### config.mk
export PLATFORM = sky130hd
export DESIGN_NAME = board_spi_rx_flat
export DESIGN_NICKNAME = d
export VERILOG_FILES = /design/src/rtl/board_pkg.sv /design/src/rtl/board_spi_rx_if.sv /design/src/rtl/sync_edge.sv /design/src/rtl/board_spi_rx.sv /design/src/flat_wrapper.sv
export SDC_FILE = /design/constraint.sdc
export NUM_CORES = 1
export LEC_CHECK = 0
export BUFFER_PORTS_ARGS = -buffer_cell sky130_fd_sc_hd__buf_4
export CAP_MARGIN = 30
export CORE_AREA = 4 4 102 104
export DETAILED_ROUTE_END_ITERATION = 12
export DIE_AREA = 0 0 106 108
export PLACE_DENSITY = 0.7
export SETUP_SLACK_MARGIN = 0.3
export SLEW_MARGIN = 20
export SYNTH_ARGS = -nofsm -noshare
export SYNTH_HDL_FRONTEND = slang
export SYNTH_SLANG_ARGS = --single-unit
export TNS_END_PERCENT = 20
### constraint.sdc
create_clock -name clk -period 2.1 [get_ports clk]
set_input_delay 0.63 -clock clk [delete_from_list [all_inputs] [get_ports clk]]
set_output_delay 0.63 -clock clk [all_outputs]
set_load 0.03 [all_outputs]
### src/rtl/board_pkg.sv
// Shared board-link definitions: frame size, bitmap type, receiver FSM states
// and the square-to-bit mapping used by both link directions.
package board_pkg;

  localparam int DEFAULT_FRAME_BITS = 64;
  localparam int BOARD_FILES        = 8;
  localparam int BOARD_RANKS        = 8;

  typedef logic [DEFAULT_FRAME_BITS-1:0] boardMap_t;

  typedef enum logic [1:0] {
    IDLE   = 2'd0,
    SHIFT  = 2'd1,
    COMMIT = 2'd2
  } spiRxState_t;

  // Square index = rank * 8 + file, so a1 is bit 0 and h8 is bit 63.
  localparam int SQ_A1 = 0;
  localparam int SQ_H1 = 7;
  localparam int SQ_A8 = 56;
  localparam int SQ_H8 = 63;

  function automatic int square_index(input int rank, input int file);
    return rank * BOARD_FILES + file;
  endfunction

  function automatic boardMap_t square_mask(input int rank, input int file);
    boardMap_t m;
    m = '0;
    m[square_index(rank, file)] = 1'b1;
    return m;
  endfunction

endpackage

### src/rtl/board_spi_rx_if.sv
// SPI pins from the MCU plus the held highlight map presented to the LED driver.
interface board_spi_rx_if
  import board_pkg::*;
#(
  parameter int FRAME_BITS = DEFAULT_FRAME_BITS
);

  logic                  sck;
  logic                  sdi;
  logic                  ce;
  logic [FRAME_BITS-1:0] ledMap;
  logic                  valid;
  logic                  busy;
  logic                  frameErr;

  modport master (
    output sck, sdi, ce,
    input  ledMap, valid, busy, frameErr
  );

  modport slave (
    input  sck, sdi, ce,
    output ledMap, valid, busy, frameErr
  );

endinterface

### src/rtl/sync_edge.sv
// N-stage synchronizer for an asynchronous level, with registered rise/fall
// pulses that are high in the same cycle the synchronized level changes.
module sync_edge #(
  parameter int STAGES = 2
) (
  input  logic clk,
  input  logic reset,
  input  logic i_async,
  output logic o_sync,
  output logic o_rise,
  output logic o_fall
);

  logic [STAGES-1:0] r_stages;
  logic              r_rise;
  logic              r_fall;

  always_ff @(posedge clk) begin
    if (reset) begin
      r_stages <= '0;
      r_rise   <= 1'b0;
      r_fall   <= 1'b0;
    end else begin
      // NOTE: non-blocking assignment is what makes this a chain of flops;
      // every stage and both pulses see the pre-edge stage values.
      r_stages <= {r_stages[STAGES-2:0], i_async};
      // Pulses use the stage about to become o_sync, so they align with it.
      r_rise   <=  r_stages[STAGES-2] & ~r_stages[STAGES-1];
      r_fall   <= ~r_stages[STAGES-2] &  r_stages[STAGES-1];
    end
  end

  assign o_sync = r_stages[STAGES-1];
  assign o_rise = r_rise;
  assign o_fall = r_fall;

endmodule

### src/rtl/board_spi_rx.sv
// Oversampling SPI receiver for the MCU-to-board highlight map. Only frames
// with exactly FRAME_BITS bits are committed to ledMap; others set frameErr.
module board_spi_rx
  import board_pkg::*;
#(
  parameter int FRAME_BITS  = DEFAULT_FRAME_BITS,
  parameter int SYNC_STAGES = 2
) (
  input logic           clk,
  input logic           reset,
  board_spi_rx_if.slave bus
);

  localparam int                CNT_W    = $clog2(FRAME_BITS + 2);
  localparam logic [CNT_W-1:0] CNT_FULL = CNT_W'(FRAME_BITS);
  localparam logic [CNT_W-1:0] CNT_SAT  = CNT_W'(FRAME_BITS + 1);

  logic w_sck_sync;
  logic w_sck_rise;
  logic w_sck_fall;
  logic w_ce_sync;
  logic w_ce_rise;
  logic w_ce_fall;
  logic w_sdi_sync;
  logic w_unused;

  logic [SYNC_STAGES-1:0] r_sdi_pipe;
  spiRxState_t            r_state;
  logic [CNT_W-1:0]       r_count;
  logic [FRAME_BITS-1:0]  r_shift;
  logic [FRAME_BITS-1:0]  r_ledMap;
  logic                   r_valid;
  logic                   r_busy;
  logic                   r_frameErr;

  sync_edge #(.STAGES(SYNC_STAGES)) u_sck_sync (
    .clk     (clk),
    .reset   (reset),
    .i_async (bus.sck),
    .o_sync  (w_sck_sync),
    .o_rise  (w_sck_rise),
    .o_fall  (w_sck_fall)
  );

  sync_edge #(.STAGES(SYNC_STAGES)) u_ce_sync (
    .clk     (clk),
    .reset   (reset),
    .i_async (bus.ce),
    .o_sync  (w_ce_sync),
    .o_rise  (w_ce_rise),
    .o_fall  (w_ce_fall)
  );

  assign w_unused = &{1'b0, w_sck_sync, w_sck_fall, w_ce_rise};

  // Same depth as sck so sdi_sync is the value sampled alongside the sck rise.
  always_ff @(posedge clk) begin
    if (reset) begin
      r_sdi_pipe <= '0;
    end else begin
      r_sdi_pipe <= {r_sdi_pipe[SYNC_STAGES-2:0], bus.sdi};
    end
  end

  assign w_sdi_sync = r_sdi_pipe[SYNC_STAGES-1];

  always_ff @(posedge clk) begin
    if (reset) begin
      // NOTE: the shift register is reset too; an aborted frame must leave
      // nothing behind that a later commit could expose.
      r_state    <= IDLE;
      r_count    <= '0;
      r_shift    <= '0;
      r_ledMap   <= '0;
      r_valid    <= 1'b0;
      r_busy     <= 1'b0;
      r_frameErr <= 1'b0;
    end else begin
      r_valid <= 1'b0;
      unique case (r_state)
        IDLE: begin
          if (w_ce_sync) begin
            r_count <= '0;
            r_shift <= '0;
            r_busy  <= 1'b1;
            r_state <= SHIFT;
          end
        end

        SHIFT: begin
          // A rise and a ce fall in the same cycle both apply, so COMMIT
          // sees the count including that last bit.
          if (w_sck_rise) begin
            r_shift <= {r_shift[FRAME_BITS-2:0], w_sdi_sync};
            if (r_count != CNT_SAT) begin
              r_count <= r_count + CNT_W'(1);
            end
          end
          if (w_ce_fall) begin
            r_state <= COMMIT;
          end
        end

        COMMIT: begin
          if (r_count == CNT_FULL) begin
            r_ledMap   <= r_shift;
            r_valid    <= 1'b1;
            r_frameErr <= 1'b0;
          end else begin
            r_frameErr <= 1'b1;
          end
          r_busy  <= 1'b0;
          r_state <= IDLE;
        end

        default: begin
          r_busy  <= 1'b0;
          r_state <= IDLE;
        end
      endcase
    end
  end

  assign bus.ledMap   = r_ledMap;
  assign bus.valid    = r_valid;
  assign bus.busy     = r_busy;
  assign bus.frameErr = r_frameErr;

endmodule

### src/flat_wrapper.sv
// flat-port wrapper written by rule: the top's interface ports become plain ports
module board_spi_rx_flat import board_pkg::*;
#(
  parameter int FRAME_BITS  = DEFAULT_FRAME_BITS,
  parameter int SYNC_STAGES = 2
)
  (clk, reset, bus_sck, bus_sdi, bus_ce, bus_ledMap, bus_valid, bus_busy, bus_frameErr);
  board_spi_rx_if #(.FRAME_BITS(FRAME_BITS)) bus_i ();
  input logic clk;
  input logic reset;
  input wire logic [$bits(bus_i.sck)-1:0] bus_sck;
  input wire logic [$bits(bus_i.sdi)-1:0] bus_sdi;
  input wire logic [$bits(bus_i.ce)-1:0] bus_ce;
  output wire logic [$bits(bus_i.ledMap)-1:0] bus_ledMap;
  output wire logic [$bits(bus_i.valid)-1:0] bus_valid;
  output wire logic [$bits(bus_i.busy)-1:0] bus_busy;
  output wire logic [$bits(bus_i.frameErr)-1:0] bus_frameErr;
  assign bus_i.sck = bus_sck;
  assign bus_i.sdi = bus_sdi;
  assign bus_i.ce = bus_ce;
  assign bus_ledMap = bus_i.ledMap;
  assign bus_valid = bus_i.valid;
  assign bus_busy = bus_i.busy;
  assign bus_frameErr = bus_i.frameErr;
  board_spi_rx #(.FRAME_BITS(FRAME_BITS), .SYNC_STAGES(SYNC_STAGES)) u_core (.clk(clk), .reset(reset), .bus(bus_i));
endmodule
* Word-level counts from Yosys, hierarchy flattened
Index checks and enable logic that the tools add are counted.
Storage, ports and cells: register bits 148, bits of input ports 5, output and inout port bits 67, logic and storage cells 49
Operators by class: add/sub/neg operators 1, eq/ne operators 8, muxes and demuxes 14, bitwise gates (word level) 6, reductions and logical operators 8
Operators by type and width (count):
- 2-to-1 mux 64 bit | 2
- case mux 64 bit (2 select lines) | 1
- 2-to-1 mux 7 bit | 3
- case mux 7 bit (2 select lines) | 1
- adder 7 x 1 -> 7 bit, second input constant | 1
- equality test 7 bit, second input constant | 1
- inequality test 7 bit, second input constant | 1
- inequality test 2 bit, second input constant | 3
- AND reduction 2 bit | 3
- 2-to-1 mux 2 bit | 2
- NOT 1 bit | 4
- case mux 2 bit (2 select lines) | 1
- AND reduction 4 bit | 1
- 2-to-1 mux 1 bit | 3
- AND reduction 3 bit | 1
- bitwise AND 1 bit | 2
- equality test 2 x 1 -> 1 bit, second input constant | 1
- equality test 2 bit, second input constant | 1
- zero test 2 bit | 1
- inequality test 2 x 1 -> 1 bit, second input constant | 1
- case mux 1 bit (2 select lines) | 1
- nonzero test 2 bit | 1
- OR reduction 2 bit | 1

* Depth between registers and ports, before layout
word-level depth 4, gate-level depth with buffers 7, mapped depth without buffers 6

* By module
A second synthesis with hierarchy kept.
Unflattened totals: cell total of the unflattened synthesis 431, area, all modules 4914.7 µm²
By module, submodules not included:
- board_spi_rx | instances 1, cells each 415, area an instance 4679.5 µm², sequential area each 2842.7 µm²
- sync_edge | instances 2, cells each 8, area an instance 117.6 µm², sequential area each 80.1 µm²

* Least setup slack after synthesis
OpenSTA, ideal clock, no wires.
path type input port to flip-flop, from input reset, to register u_core.r_count[5], setup time 0.122 ns, arrival time 1.642 ns, data required time 1.978 ns, setup slack 0.336 ns, cell stages on the path 5, buffers on the path 1, cells stage by stage buf_2 and4bb_2 a21boi_2 nor3b_1 a311o_1
RTL lines:
- from (decl) | line flat_wrapper.sv:10 | input logic reset;
- to (signal assigned) | line board_spi_rx.sv:96 | r_count <= r_count + CNT_W'(1);
- to (decl) | line board_spi_rx.sv:29 | logic [CNT_W-1:0] r_count;

* Worst setup path after layout
from register u_core.r_ledMap[7] (netlist: u_core.bus.ledMap[7]), to output bus_ledMap[7]
RTL lines:
- from (decl) | line board_spi_rx.sv:31 | logic [FRAME_BITS-1:0] r_ledMap;
- from (signal assigned) | line board_spi_rx.sv:106 | r_ledMap <= r_shift;
- to (decl) | line flat_wrapper.sv:14 | output wire logic [$bits(bus_i.ledMap)-1:0] bus_ledMap;
No word-level cell between the ends.

==> reports/summary.log <==
[worst_setup_path] classification of the worst setup path flip-flop to output pin
[logic_synthesis] top cell type by total area after synthesis sky130_fd_sc_hd__dfxtp_1
[clock_network] clock tree sinks 148
[grt] initial antenna violation count 0
[cells_and_area] Area Overhead vs Synth 25.6%
[clock_network] Clk Latency, worst-skew pair 0.50 ns
[timing] number of setup violations in the final report 0
[timing] post-layout min period 1.67 ns
[logic_synthesis] Post-synth EDFFs 0
[timing] Worst Hold Margin 0.335 ns
[route] iteration-0 DRC count of the detailed router 190
[timing] relative slew slack 66.6%
[placed_design] Final Wtd Congestion 0.760
[logic_synthesis] count of state elements after synthesis 148
[timing] Tightest Pin Transition 0.502 ns
[cells_and_area] final core utilization 63.0%
[run_status] result of the run complete, no violations
[floorplan] initial standard-cell utilization of the core 50.2%
[logic_synthesis] most frequently used cell type in the post-synthesis netlist sky130_fd_sc_hd__dfxtp_1
[route] length of routed met3 wiring 427 um
[grt] pin count of the biggest net entering global routing 54
[clock_network] Num CTS Buffers 17
[worst_setup_path] critical path data required time 1.47 ns
[pwr] total power divided by cell area 983 nW/um^2
[clock_network] Clock H-tree levels 4
[route] post-detailed-route DRC marker count 0
[clock_network] clock transition time at the flip-flop clock pins of the worst setup and hold paths 0.06 ns
[worst_setup_path] kind of end point of the critical path output pin
[floorplan] Die ar. 11400 um^2
[hold_path] Hold Path Class input pin to flip-flop
[worst_setup_path] stage delay of the slowest cell on the critical path 0.36 ns
[route] detailed-route wire length per cell 14.5 um
[pwr] PnR Total Power 5910 uW
[route] final wirelength 9210 um
[logic_synthesis] total standard cell area after synthesis 4790 um^2
[timing] setup total negative slack 0 ns
[logic_synthesis] share of the yosys chip area belonging to registers 61.8%
[logic_synthesis] Post-synth top cells sky130_fd_sc_hd__dfxtp_1 (148), sky130_fd_sc_hd__a22o_1 (101), sky130_fd_sc_hd__a21oi_1 (32), sky130_fd_sc_hd__nand2_1 (32), sky130_fd_sc_hd__nor2_1 (30)
[timing] RSZ-0062 raised after global routing no
[grt] overall track demand over capacity in global routing 17.0%
[route] iteration count of the initial detailed-routing pass 4
[route] wire length the detailed router placed on met1 4280 um
[worst_setup_path] Critical Path, Cell by Cell buf_4
[logic_synthesis] ranking of synthesized cells by area sky130_fd_sc_hd__dfxtp_1 (62%), sky130_fd_sc_hd__a22o_1 (18%), sky130_fd_sc_hd__a21oi_1 (3.3%), sky130_fd_sc_hd__nand2_1 (2.5%), sky130_fd_sc_hd__nor2_1 (2.4%)
[logic_synthesis] most instantiated flip-flop cell in the synthesis netlist sky130_fd_sc_hd__dfxtp_1
[route] top routing layer used met4
[logic_synthesis] Cells after Synth 424
[clock_network] Clk Tree Root Cell sky130_fd_sc_hd__clkbuf_8
[flow_run] max cap viols 0
[worst_setup_path] delay-heaviest family, CP flip-flops
[logic_synthesis] share of the synthesized area in the top cell type 61.8%
[grt] wire length of the first global-routing pass 15700 um
[route] Antenna Violating Nets Remaining 0
[pwr] Worst VDD drop 0.498 mV
[logic_synthesis] mean instance size in the synthesized netlist 11.3 um^2
[logic_synthesis] Synth Net Count 432
[timing] worst setup skew after layout 0.00926 ns
[timing] count of final hold-check violations 0
[logic_synthesis] synth unique cells 32
[pwr] static leakage 0.00246 uW
[cells_and_area] share of final-layout standard cells stronger than drive strength 1 24.2%
[logic_synthesis] async set-or-reset flop fraction in the synthesized netlist 0%
[route] detailed-routed wire length on met2 4390 um
[grt] total congestion overflow after global routing 0
[clock_network] TritonCTS clock tree built
[route] detailed-route vias per instance 5.30
[floorplan] number of cell rows 36
[grt] vias in the first global route 3351
[clock_network] hold bufs inserted after CTS 0
[worst_setup_path] total buffers and inverters traversed by the critical path 1
[timing] final-report max-slew violation count 0
[floorplan] Placeable Area 9550 um^2
[route] via count 3377
[floorplan] I/O Pins 72
[floorplan] die outline height 108 um
[worst_setup_path] Crit Path Max Fanout 2
[logic_synthesis] Syn. warnings 0
[timing] part of the cycle the worst path needs 79.6%
[cells_and_area] number of antenna diodes 0
[placed_design] half-perimeter wire length after detailed placement 5780 um
[clock_network] maximum buffer depth of the clock tree 2
[floorplan] die span in x 106 um
[worst_setup_path] slowest library cell on the worst path sky130_fd_sc_hd__dfxtp_1
[timing] achievable frequency 598 MHz
[cells_and_area] final-stage net count 500
[placed_design] IO buf count 71
[worst_setup_path] startpoint type of the worst setup path flip-flop
[worst_setup_path] arrival time reported for the critical path endpoint 1.04 ns
-- cell families after synthesis --
| group | Yosys count | synth area share, % |
|---|---|---|
| buffers and inverters | 36 | 4.26 |
| adders and majority gates | 3 | 0.784 |
| AOI/OAI and AO/OA | 145 | 23.8 |
| and+or+nand+nor | 92 | 9.35 |
| DFF | 148 | 61.8 |
-- cell type report --
cell class | instances | area (um^2)
clock buffer | 18 | 418
multi-input combinational | 240 | 1650
fill | 790 | 3530
sequential | 148 | 2960
clock inverter | 13 | 150
tap | 133 | 166
inverter | 4 | 15.0
timing repair buffer | 81 | 658
-- timing repair --
item                                    4_1_cts  5_1_grt
setup buffers                                 0        0
gates resized for setup                       0        1
endpoints found under the setup margin        0       41
endpoints found under the hold margin         0        0
-- where the power goes --
part,switching [uW],internal [uW],leakage (uW)
sequential,30.9,2850,0.00120
clock,1170,1710,0.000267
combinational,101,55.1,0.000992
total,1310,4610,0.00246
-- metal layers --
metal	vias up	track usage, %
met5	-	0
met2	77	27.8
li1	1673	-
met3	11	5.13
met1	1616	21.3
met4	0	6.57
-- sequential cells by signal, summed over array words and instances (netlist names) --
name,flops
u_core.bus.busy,1
u_core.bus.frameErr,1
u_core.bus.ledMap,64
u_core.bus.valid,1
u_core.r_count,7
u_core.r_sdi_pipe,2
u_core.r_shift,64
u_core.r_state,2
u_core.u_ce_sync.o_fall,1
u_core.u_ce_sync.r_stages,2
u_core.u_sck_sync.o_rise,1
u_core.u_sck_sync.r_stages,2
-- metrics by stage --
stage,std cells,worst slack [ns],cell area [um^2]
final,637,0.428,6020
after global routing,637,0.367,6020
after CTS,637,0.355,6020
after detailed placement,606,0.238,5450
after global placement,606,0.264,5450
after floorplan,424,0.336,4790
-- worst register-to-register path, cell delays in order (launching register included) --
cell and delay [ns]:
sky130_fd_sc_hd__dfxtp_2 0.41, sky130_fd_sc_hd__nor2b_1 0.23, sky130_fd_sc_hd__nand4_1 0.22, sky130_fd_sc_hd__nor2b_4 0.20, sky130_fd_sc_hd__buf_12 0.17, sky130_fd_sc_hd__a22o_1 0.30
-- cell usage in the layout, fill, tap and decap left out, drive strengths merged, types with 2 or more instances in the layout --
| cell type | count |
|---|---|
| dfxtp | 148 |
| a22o | 101 |
| buf | 81 |
| a21oi | 33 |
| nand2 | 32 |
| nor2 | 31 |
| clkbuf | 18 |
| nor2b | 9 |
| inv | 9 |
| nor3b | 5 |
| nand2b | 4 |
| clkinvlp | 4 |
| and3 | 3 |
| a31oi | 3 |
| ha | 3 |
| nand4 | 2 |
| and4bb | 2 |
| and2 | 2 |
| bufinv | 2 |
| clkinv | 2 |
-- worst paths after layout --
path	startpoint	cells past startpoint	slack, ns	to
setup / recovery	u_core.bus.ledMap[7]$_SDFFE_PP0P_	1	0.43	bus_ledMap[7]
hold / removal	bus_ce	2	0.33	u_core.u_ce_sync.r_stages[0]$_SDFF_PP0_
hold reg to reg	u_core.u_sck_sync.r_stages[1]$_SDFF_PP0_	1	0.38	u_core.u_sck_sync.o_rise$_SDFF_PP0_
setup reg to reg	u_core.r_state[1]$_SDFFE_PP0P_	5	0.46	u_core.bus.ledMap[28]$_SDFFE_PP0P_
Note: power is estimated with default switching activity, not from simulation.
